<file path="src/rtl/wb_exp_fifo.sv">
// Generic synchronous FIFO.
// Ports: clk; reset (async, active-low); clear (sync flush);
//        push/push_data (write); pop (read, head on pop_data);
//        full, empty, count (occupancy).
// A push while full is accepted only when a pop happens in the same cycle.
module wb_exp_fifo #(
  parameter int WIDTH = 37,
  parameter int DEPTH = 16
) (
  input  logic                   clk,
  input  logic                   reset,
  input  logic                   clear,
  input  logic                   push,
  input  logic [WIDTH-1:0]       push_data,
  input  logic                   pop,
  output logic [WIDTH-1:0]       pop_data,
  output logic                   full,
  output logic                   empty,
  output logic [$clog2(DEPTH):0] count
);

  localparam int AW = $clog2(DEPTH);

  logic [WIDTH-1:0] mem [DEPTH];
  logic [AW-1:0]    wr_ptr;
  logic [AW-1:0]    rd_ptr;
  logic [AW:0]      cnt_q;
  logic             do_push;
  logic             do_pop;

  assign empty    = (cnt_q == '0);
  assign full     = (cnt_q == (AW+1)'(DEPTH));
  assign count    = cnt_q;
  assign pop_data = mem[rd_ptr];
  assign do_pop   = pop && !empty;
  assign do_push  = push && (!full || do_pop);

  always_ff @(posedge clk or negedge reset) begin
    if (!reset) begin
      wr_ptr <= '0;
      rd_ptr <= '0;
      cnt_q  <= '0;
    end else if (clear) begin
      wr_ptr <= '0;
      rd_ptr <= '0;
      cnt_q  <= '0;
    end else begin
      if (do_push) wr_ptr <= wr_ptr + 1'b1;
      if (do_pop)  rd_ptr <= rd_ptr + 1'b1;
      case ({do_push, do_pop})
        2'b10:   cnt_q <= cnt_q + 1'b1;
        2'b01:   cnt_q <= cnt_q - 1'b1;
        default: ;
      endcase
    end
  end

  always_ff @(posedge clk) begin
    if (do_push && !clear) mem[wr_ptr] <= push_data;
  end

endmodule

</file>
<file path="config.mk">
export PLATFORM = sky130hd
export DESIGN_NAME = wb_exp_fifo
export DESIGN_NICKNAME = d
export VERILOG_FILES = /design/src/rtl/wb_exp_fifo.sv
export SDC_FILE = /design/constraint.sdc
export NUM_CORES = 1
export LEC_CHECK = 0
export ABC_CLOCK_PERIOD_IN_PS = 3200
export BUFFER_PORTS_ARGS = -buffer_cell sky130_fd_sc_hd__buf_2
export CAP_MARGIN = 40
export CORE_UTILIZATION = 50
export DETAILED_ROUTE_END_ITERATION = 12
export PLACE_DENSITY = 0.77
export SLEW_MARGIN = 10
export SYNTH_ARGS = -nofsm -noshare
export SYNTH_HDL_FRONTEND = slang
export SYNTH_SLANG_ARGS = --single-unit
export TNS_END_PERCENT = 50
</file>
<file path="constraint.sdc">
create_clock -name clk -period 3.2 [get_ports clk]
set_input_delay 0.32 -clock clk [delete_from_list [all_inputs] [get_ports clk]]
set_output_delay 0.32 -clock clk [all_outputs]
set_load 0.005 [all_outputs]
</file>
# Word level (Yosys, flattened, before mapping)
# Memories as Yosys holds them, arrays and structs flattened.
# Cells that the tools add are included.
[op_classes]
mux = 8
n_reduce_logical = 11
eq_ne = 3
addsub = 4
[op_table]
columns = ["op", "n"]
rows = [
  ["4-bit two-way mux", 4],
  ["5-bit one-hot mux with 2 select lines", 1],
  ["4-bit by 1-bit adder with 4-bit output, second input constant", 2],
  ["5-bit by 1-bit adder with 5-bit output, second input constant", 1],
  ["5-bit == test, second input constant", 1],
  ["5-bit logical NOT", 1],
  ["5-bit two-way mux", 1],
  ["5-bit by 1-bit subtractor with 5-bit output, second input constant", 1],
  ["2-bit nonzero test", 2],
  ["1-bit logical AND", 3],
  ["1-bit logical NOT", 3],
  ["3-bit nonzero test", 1],
  ["2-bit by 1-bit == test with 1-bit output, second input constant", 1],
  ["2-bit == test, second input constant", 1],
  ["1-bit two-way mux", 2],
  ["1-bit logical OR", 1],
]
[word_totals]
ramBits = 592
regBits = 13
inputBits = 42
out_inout_bits = 44
memories = 1
[memory_table]
columns = ["memory", "depth", "word_bits", "rd", "rd_clocked_by_memory_dff", "wr", "line_no", "text"]
rows = [
  ["mem", 16, 37, 1, 0, 1, "24", "logic [WIDTH-1:0] mem [DEPTH];"],
]

# Depth between registers and ports, before layout
# Gate-level depths: netlist of the first run.
[logic_depth]
depth_word = 8
mapped_depth = 9
depth_no_buf = 9

# Worst setup path before layout of the first run
# Ideal clock, no wire load.
[synth_timing]
path_type = "register to register"
from = "reg cnt_q[0], in the netlist count[0]"
to = "mem mem[12][0], enable pin"
t_arrival_ps = 2589
stages_incl_launch_ff = 6
required_time_ps = 2769
setup_time_ps = 431
setup_slack_ps = 180
n_path_buf = 1
cell_sequence = "dfrtp_1 or4_1 o31a_1 buf_2 nand2_1 nor2_1"
[synth_between]
elab_chain_len = 8
[synth_rtl]
columns = ["item", "line_no", "text"]
rows = [
  ["from (decl)", "27", "logic [AW:0] cnt_q;"],
  ["from (signal assigned)", "51", "2'b10: cnt_q <= cnt_q + 1'b1;"],
  ["from (signal assigned)", "52", "2'b01: cnt_q <= cnt_q - 1'b1;"],
  ["5-bit logical NOT", "31", "assign empty = (cnt_q == '0);"],
  ["1-bit logical NOT", "35", "assign do_pop = pop && !empty;"],
  ["1-bit logical AND", "35", ""],
  ["1-bit logical OR (*)", "36", "assign do_push = push && (!full || do_pop);"],
  ["1-bit logical AND (*)", "36", ""],
  ["1-bit logical AND (*)", "59", "if (do_push && !clear) mem[wr_ptr] <= push_data;"],
  ["1-bit two-way mux (*)", "59", ""],
  ["1-bit two-way mux (implied by the code) (*)", "59", ""],
  ["to (decl)", "24", ""],
]
# Mark *: on every way between the ends. The rest lies on a longest branch, timed or not.

# Final worst setup path of the first run
[layout_timing]
from = "reg rd_ptr[0]"
to = "out pop_data[35]"
[layout_between]
elab_chain_len = 1
[layout_rtl]
columns = ["item", "line_no", "text"]
rows = [
  ["from (decl)", "26", "logic [AW-1:0] rd_ptr;"],
  ["from (signal assigned)", "49", "if (do_pop) rd_ptr <= rd_ptr + 1'b1;"],
  ["memory 16 x 37 bit", "-", ""],
  ["to (decl)", "16", "output logic [WIDTH-1:0] pop_data,"],
]
# Every way passes these cells.

==> metrics, run 1 <==
Die Span Y=217.0 um; num rows=78; Die ar.=0.04710 mm2; Worst Path Max Fanout=13; DR WL/cell=approximately 28 um; Die W=217.0 um; GRT busiest layer=met2; Worst path max stage delay=570 ps; final core utilization=0.5831; Clock Skew=between 15 and 20 ps; max cap viols=0; RSZ-0062 raised after global routing=no; vias per cell=6.130; min Tclk post-route=3074 ps; Critical Path, Cell by Cell=buf_4, buf_12, buf_12, mux4_2, mux4_2, buf_2; hold path depth=3; Post-Route WL=47700 um; Worst-path clk slew=approximately 60 ps; Crit path buffers/inverters=4; CP startpoint kind=register; Sink Count=605; maximum VDD drop=0.3953 mV; P&R area growth vs syn=14.71%; drc violations=0; Slew HR=0.3924; router iterations before antenna repair=6; pre-CTS setup slack=519.3 ps; P_leak=8.216 nW; Synth Area in XOR/XNOR=0.003031; vias in the first global route=around 11000; remaining antenna violation count=0; Hold Vio Cnt, Final=0; Hold Crit Class=in2reg; IO Count=86; worst hold slack=43.80 ps; Levels on crit path=6; depth of the CTS H-tree=2; cell family with most CP delay=multiplexers; Compound-Gate Fraction of Synth Area=0.004060; Core Footprint=~0.045 mm2; YS warnings=0; root buffer cell=clkbuf_16; Layout Cells excl Fill=1711; Mapped Avg Cell Area=24.80 um2; Final nets=1127; critical path class=reg2out; #FFs+latches synth=605; met1 GRT Util=0.2937; Main synth FF type=edfxtp_1; final period utilization=0.9605; Post-synth EDFFs=592; met2 Track Usage GR=0.3390; post-layout worst setup margin=126.4 ps; Post-synth ARST share=0.02149; GPL Wtd Cong=approximately 0.74; f_max=325.4 MHz; IO buf count=85; Final Cell Area=0.02652 mm2; cell count after synthesis=932; CTS buffer count=56; clk_lat worst skew=600 ps; most frequent cells in the layout=edfxtp_1 (592), mux4_2 (185), buf_2 (85); Post-Synth Adder-Cell Area=0.005196; critical path endpoint category=output port; Critical Path AT=around 2800 ps; Worst Tran Pin Value=a little over 900 ps; All-Layer GR Usage=0.2104; sequential fraction of the synthesis area=0.7831; Simple-Gate Fraction of Synth Area=0.009851; Antenna diodes=0; CTS tree=done; layout cell share with drive strength beyond 1=0.3753; placed instance area=0.02466 mm2; status=complete, no violations; routed vias=10490; Starting Density=0.5083; total power divided by cell area=688.3 mW/mm2; largest family of logic cells by synthesized area=multiplexers; antenna violations before repair=2; syn nets=983; multiplexer share of the synthesized area=0.1820; setup violators final=0; commonest non-fill, non-tap cell in the layout=edfxtp_1; Final Total Pwr=18.25 mW; dpl cells=1612; Cell variety after synth=32; CP max stage cell=mux4_2; Final Slew Violations=0; global-route wire length before repair=between 70000 and 80000 um; clk buf depth=3; Starting DRT DRC Count=1089; synthesized area=0.02312 mm2; final global-route overflow total=0; met3 usage=0.04081; HPWL Detailed=roughly 25000 um; largest net degree at the start of global routing=48; R2R depth=5; setup_tns=0 ps; CP required=2880 ps
final timing paths:
| path | end | from | slack, ps |
|---|---|---|---|
| max | pop_data[35] | rd_ptr[0] | 130 |
| min in group asynchronous | count[3] | reset | 150 |
| max in group asynchronous | rd_ptr[0] | reset | 2760 |
| max reg2reg | mem[7][19] | count[0] | 520 |
| min | count[4] | push | 40 |
| min reg2reg | wr_ptr[3] | wr_ptr[3] | 620 |
final cells by class:
type                            count  area (um2)
Fill cell                        3132       18960
Sequential cell                   605       18110
Multi-Input combinational cell    274        4840
Timing Repair Buffer              131        1018
Clock buffer                       71        1519
Clock inverter                     22       244.0
Inverter                            8       30.03
Tap cell                          600       750.7
where the power goes:
part	internal [mW]	switching (mW)	leakage, nW	total [mW]
Sequential	8.82	0.0984	5.50	8.91
Clock	3.73	2.74	0.856	6.47
Combinational	1.54	1.33	1.86	2.87
Total	14.1	4.17	8.22	18.3
state kept, by name, summed over array words and instances, names as in the netlist:
signal,flops
mem,592
count,5
rd_ptr,4
wr_ptr,4
Yosys cell counts, types with 2 or more instances:
cell / count / share of area
mux2i_1: 3 / 0.0013
a21oi_1: 6 / 0.0013
clkbuf_1: 18 / 0.0029
mux4_2: 185 / 0.18
xor2_1: 3 / 0.0011
a21o_1: 2 / 0.00065
buf_2: 10 / 0.0022
o21ai_0: 2 / 0.00043
ha_1: 8 / 0.0043
edfxtp_1: 592 / 0.77
nand2b_1: 2 / 0.00054
inv_1: 8 / 0.0013
xnor2_1: 5 / 0.0019
dfrtp_1: 13 / 0.014
nand2_1: 8 / 0.0013
nor2_1: 34 / 0.0055
buf_1: 6 / 0.00097
or3_1: 3 / 0.00081
buf_6: 11 / 0.0054
repair_timing:
action,in CTS,in global routing
buffers inserted,4,0
hold buffers,1,0
setup endpoints to repair,15,0
hold endpoints to repair,13,0
gates resized for setup,1,0
per-layer routing:
metal | share of wire | wire length, um | up-vias
met5 | 0.00048 | 23 | -
met4 | 0.024 | 1146 | 4
met3 | 0.075 | 3577 | 92
met2 | 0.50 | 23840 | 483
met1 | 0.40 | 19120 | 5616
li1 | - | - | 4293
kinds of logic (layout without fill, tap and decap cells):
kind of cell | after synthesis | in the layout
DFF | 605 | 605
muxes | 189 | 189
and+or+nand+nor | 53 | 53
buffers and inverters | 53 | 232
AOI/OAI and AO/OA | 15 | 15
adders and majority gates | 9 | 9
xor gates and xnor gates | 8 | 8
worst register-to-register path, stage by stage (launching register included):
cell,delay (ps)
dfrtp_1,440
or4_1,230
o31a_1,320
nand2_2,240
nor2_4,760
buf_4,380
No activity file was read; power rests on OpenSTA's default activity.
==> run 2, diff against run 1 <==
ABC_AREA = 1   (was unset)
RECOVER_POWER = 25   (was unset)
==> run 2 against run 1 <==
  * Non-clock buffer count down 5
  * Power increased by 1.3%
  * Clock skew increased by 1.6 ps
  * Critical path depth unchanged
  * Worst hold slack gained 57 ps
  * Final area grew 1.9%
  * Critical endpoint is now pop_data[18]
  * Critical path type unchanged
==> metrics, run 2 <==
Core Footprint=0.04765 mm2; dpl cells=2468; total power divided by cell area=683.9 mW/mm2; setup violators final=0; Sink Count=605; CP startpoint kind=register; drc violations=0; Final Cell Area=between 0.02 and 0.03 mm2; Clock Skew=~18 ps; maximum VDD drop=0.5135 mV; largest area contributor in the netlist=edfxtp_1; HPWL Detailed=around 29000 um; Mapped Avg Cell Area=13.01 um2; setup_tns=0 ps; Main synth FF type=edfxtp_1; critical path endpoint category=output port; clk buf depth=3; Final Total Pwr=18.49 mW; synthesized area=~0.024 mm2; Die ar.=0.04906 mm2; RSZ-0062 raised after global routing=no; Post-synth EDFFs=about 590; top post-synthesis cells by area=edfxtp_1 (74%), nor2_1 (6.7%), o21ai_0 (5.1%); P&R area growth vs syn=12.21%; IO buf count=85; post-synth top area share=0.7379; GPL Wtd Cong=between 0.7 and 0.8; Starting Density=0.5056; IO Count=86; vias in the first global route=about 15000; depth of the CTS H-tree=2; Die W=221.5 um; Layout Cells excl Fill=2572; Cell variety after synth=26; GRT busiest layer=met2; Critical Path AT=2730 ps; Slew HR=0.4357; R2R depth=7; placed instance area=0.02529 mm2; max cap viols=0; min Tclk post-route=3048 ps; Compound-Gate Fraction of Synth Area=0.1139; final period utilization=0.9526; part of the power in the clock network=0.346; largest net degree at the start of global routing=208; power share of the combinational group=0.174; final global-route overflow total=0; Internal Power=13.44 mW; status=complete, no violations; met1 GRT Util=0.3184; Post-synth ARST share=0.02149; Hold Vio Cnt, Final=0; clk_lat worst skew=610 ps; multiplexer share of the synthesized area=0; Post-Synth Adder-Cell Area=0.004986; Commonest cells post-synth=edfxtp_1 (592), nor2_1 (431), o21ai_0 (245), o211ai_1 (148), nand3_1 (94); antenna violations before repair=3; DR WL/cell=21.94 um; most frequent cells in the layout=edfxtp_1 (592), nor2_1 (415), o21ai_0 (245); f_max=between 300 and 400 MHz; root buffer cell=clkbuf_16; largest family of logic cells by synthesized area=compound AO/OA/AOI/OAI gates; met2 Track Usage GR=0.3717; fill count=3691; layout cell share with drive strength beyond 1=0.1012; most numerous cell in the Yosys netlist=edfxtp_1; Starting DRT DRC Count=1704; Die Span Y=221.5 um; CTS tree=done; vias per cell=5.959; Simple-Gate Fraction of Synth Area=0.09816; P_leak=a little under 9 nW; sequential share of power=0.480; remaining antenna violation count=0; All-Layer GR Usage=0.2310; Final Slew Violations=0; switching pwr=just over 5 mW; Final nets=1965; Worst Path Max Fanout=207; hold path depth=1; Hold Crit Class=in2reg; Post-Route WL=56430 um; CTS buffer count=57; CP required=2880 ps; cell count after synthesis=about 1900; met3 usage=0.04055; max FFs per register=592; Worst-path clk slew=60 ps; #FFs+latches synth=605; commonest non-fill, non-tap cell in the layout=edfxtp_1; router iterations before antenna repair=5; final core utilization=0.5673; Worst Tran Pin Value=around 840 ps; YS warnings=0; Synth Area in XOR/XNOR=0.001454; syn nets=1903; num rows=80; Sw Ratio=0.2729; sequential fraction of the synthesis area=0.7514; Largest Register=mem; critical path class=reg2out; global-route wire length before repair=86860 um; routed vias=15330
-- run 2: cell count changes after synthesis, sizes merged, moves of 3 or more --
cell and change:
o211ai +148, nand2 +59, or3 -3, nor2 +397
nand3 +94, clkbuf +38, mux2i -3, mux4 -185
o21ai +294, a21oi +18, inv +35, buf +40
-- run 2: power groups by stage --
| stage | combinational [mW] | sequential, mW | clock [mW] |
|---|---|---|---|
| final | 3.21 | 8.88 | 6.39 |
| after floorplan | 2.18 | 9.01 | 0 |
| after detailed placement | 3.19 | 9.04 | 0 |
| after CTS | 3.22 | 8.87 | 6.46 |
| after global placement | 3.05 | 9.03 | 0 |
| after global routing | 3.60 | 8.89 | 6.74 |
-- run 2: final cells by class --
cell class                 instances  area, um2  area share
multi-input combinational       1081       5386      0.1993
sequential                       605      18110      0.6702
timing repair buffer             126      848.3     0.03138
antenna                            1      2.502  0.00009258
inverter                          43      173.9    0.006434
clock inverter                    25      195.2    0.007221
tap                              615      769.5     0.02847
clock buffer                      76       1540     0.05698
-- run 2: critical path, stage by stage, from the launching register on --
cell	delay, ps
dfrtp_4	480
buf_16	500
o21ai_0	260
o211ai_1	290
nand3_1	140
nand2_1	150
buf_2	130
-- run 2: cell families after synthesis --
group	after synthesis
xor gates and xnor gates	4
adders and majority gates	9
AOI/OAI and AO/OA	472
buffers and inverters	166
and+or+nand+nor	596
DFF	605
-- run 2: worst paths after layout --
path | startpoint | endpoint | slack, ps
worst max-delay path | rd_ptr[0] | pop_data[18] | 150
worst min-delay path | push_data[6] | mem[15][6] | 100
worst max register to register | count[1] | mem[1][22] | 370
worst min register to register | wr_ptr[0] | wr_ptr[0] | 600
max in group asynchronous | reset | rd_ptr[1] | 2800
min in group asynchronous | reset | wr_ptr[2] | 130
-- run 2: timing repair --
action                     4_1_cts  5_1_grt
buffers inserted                 0        0
setup endpoints to repair        0        6
hold endpoints to repair        17        0
resized for setup                0        3
hold buffers                     2        0
-- run 2: through the flow --
step,setup slack (ps),hold slack [ps]
detailed placement,390.1,229.7
global route,5.615,103.2
CTS,74.26,53.48
floorplan,212.2,24.41
global placement,379.4,221.1
finish,151.7,100.8
-- run 2: layer usage --
layer	part of all wire	up-vias	routed length (um)
met5	0.00035	-	20
met2	0.48	707	27100
met1	0.41	7600	23200
met3	0.083	112	4661
li1	-	6904	-
met4	0.025	4	1437
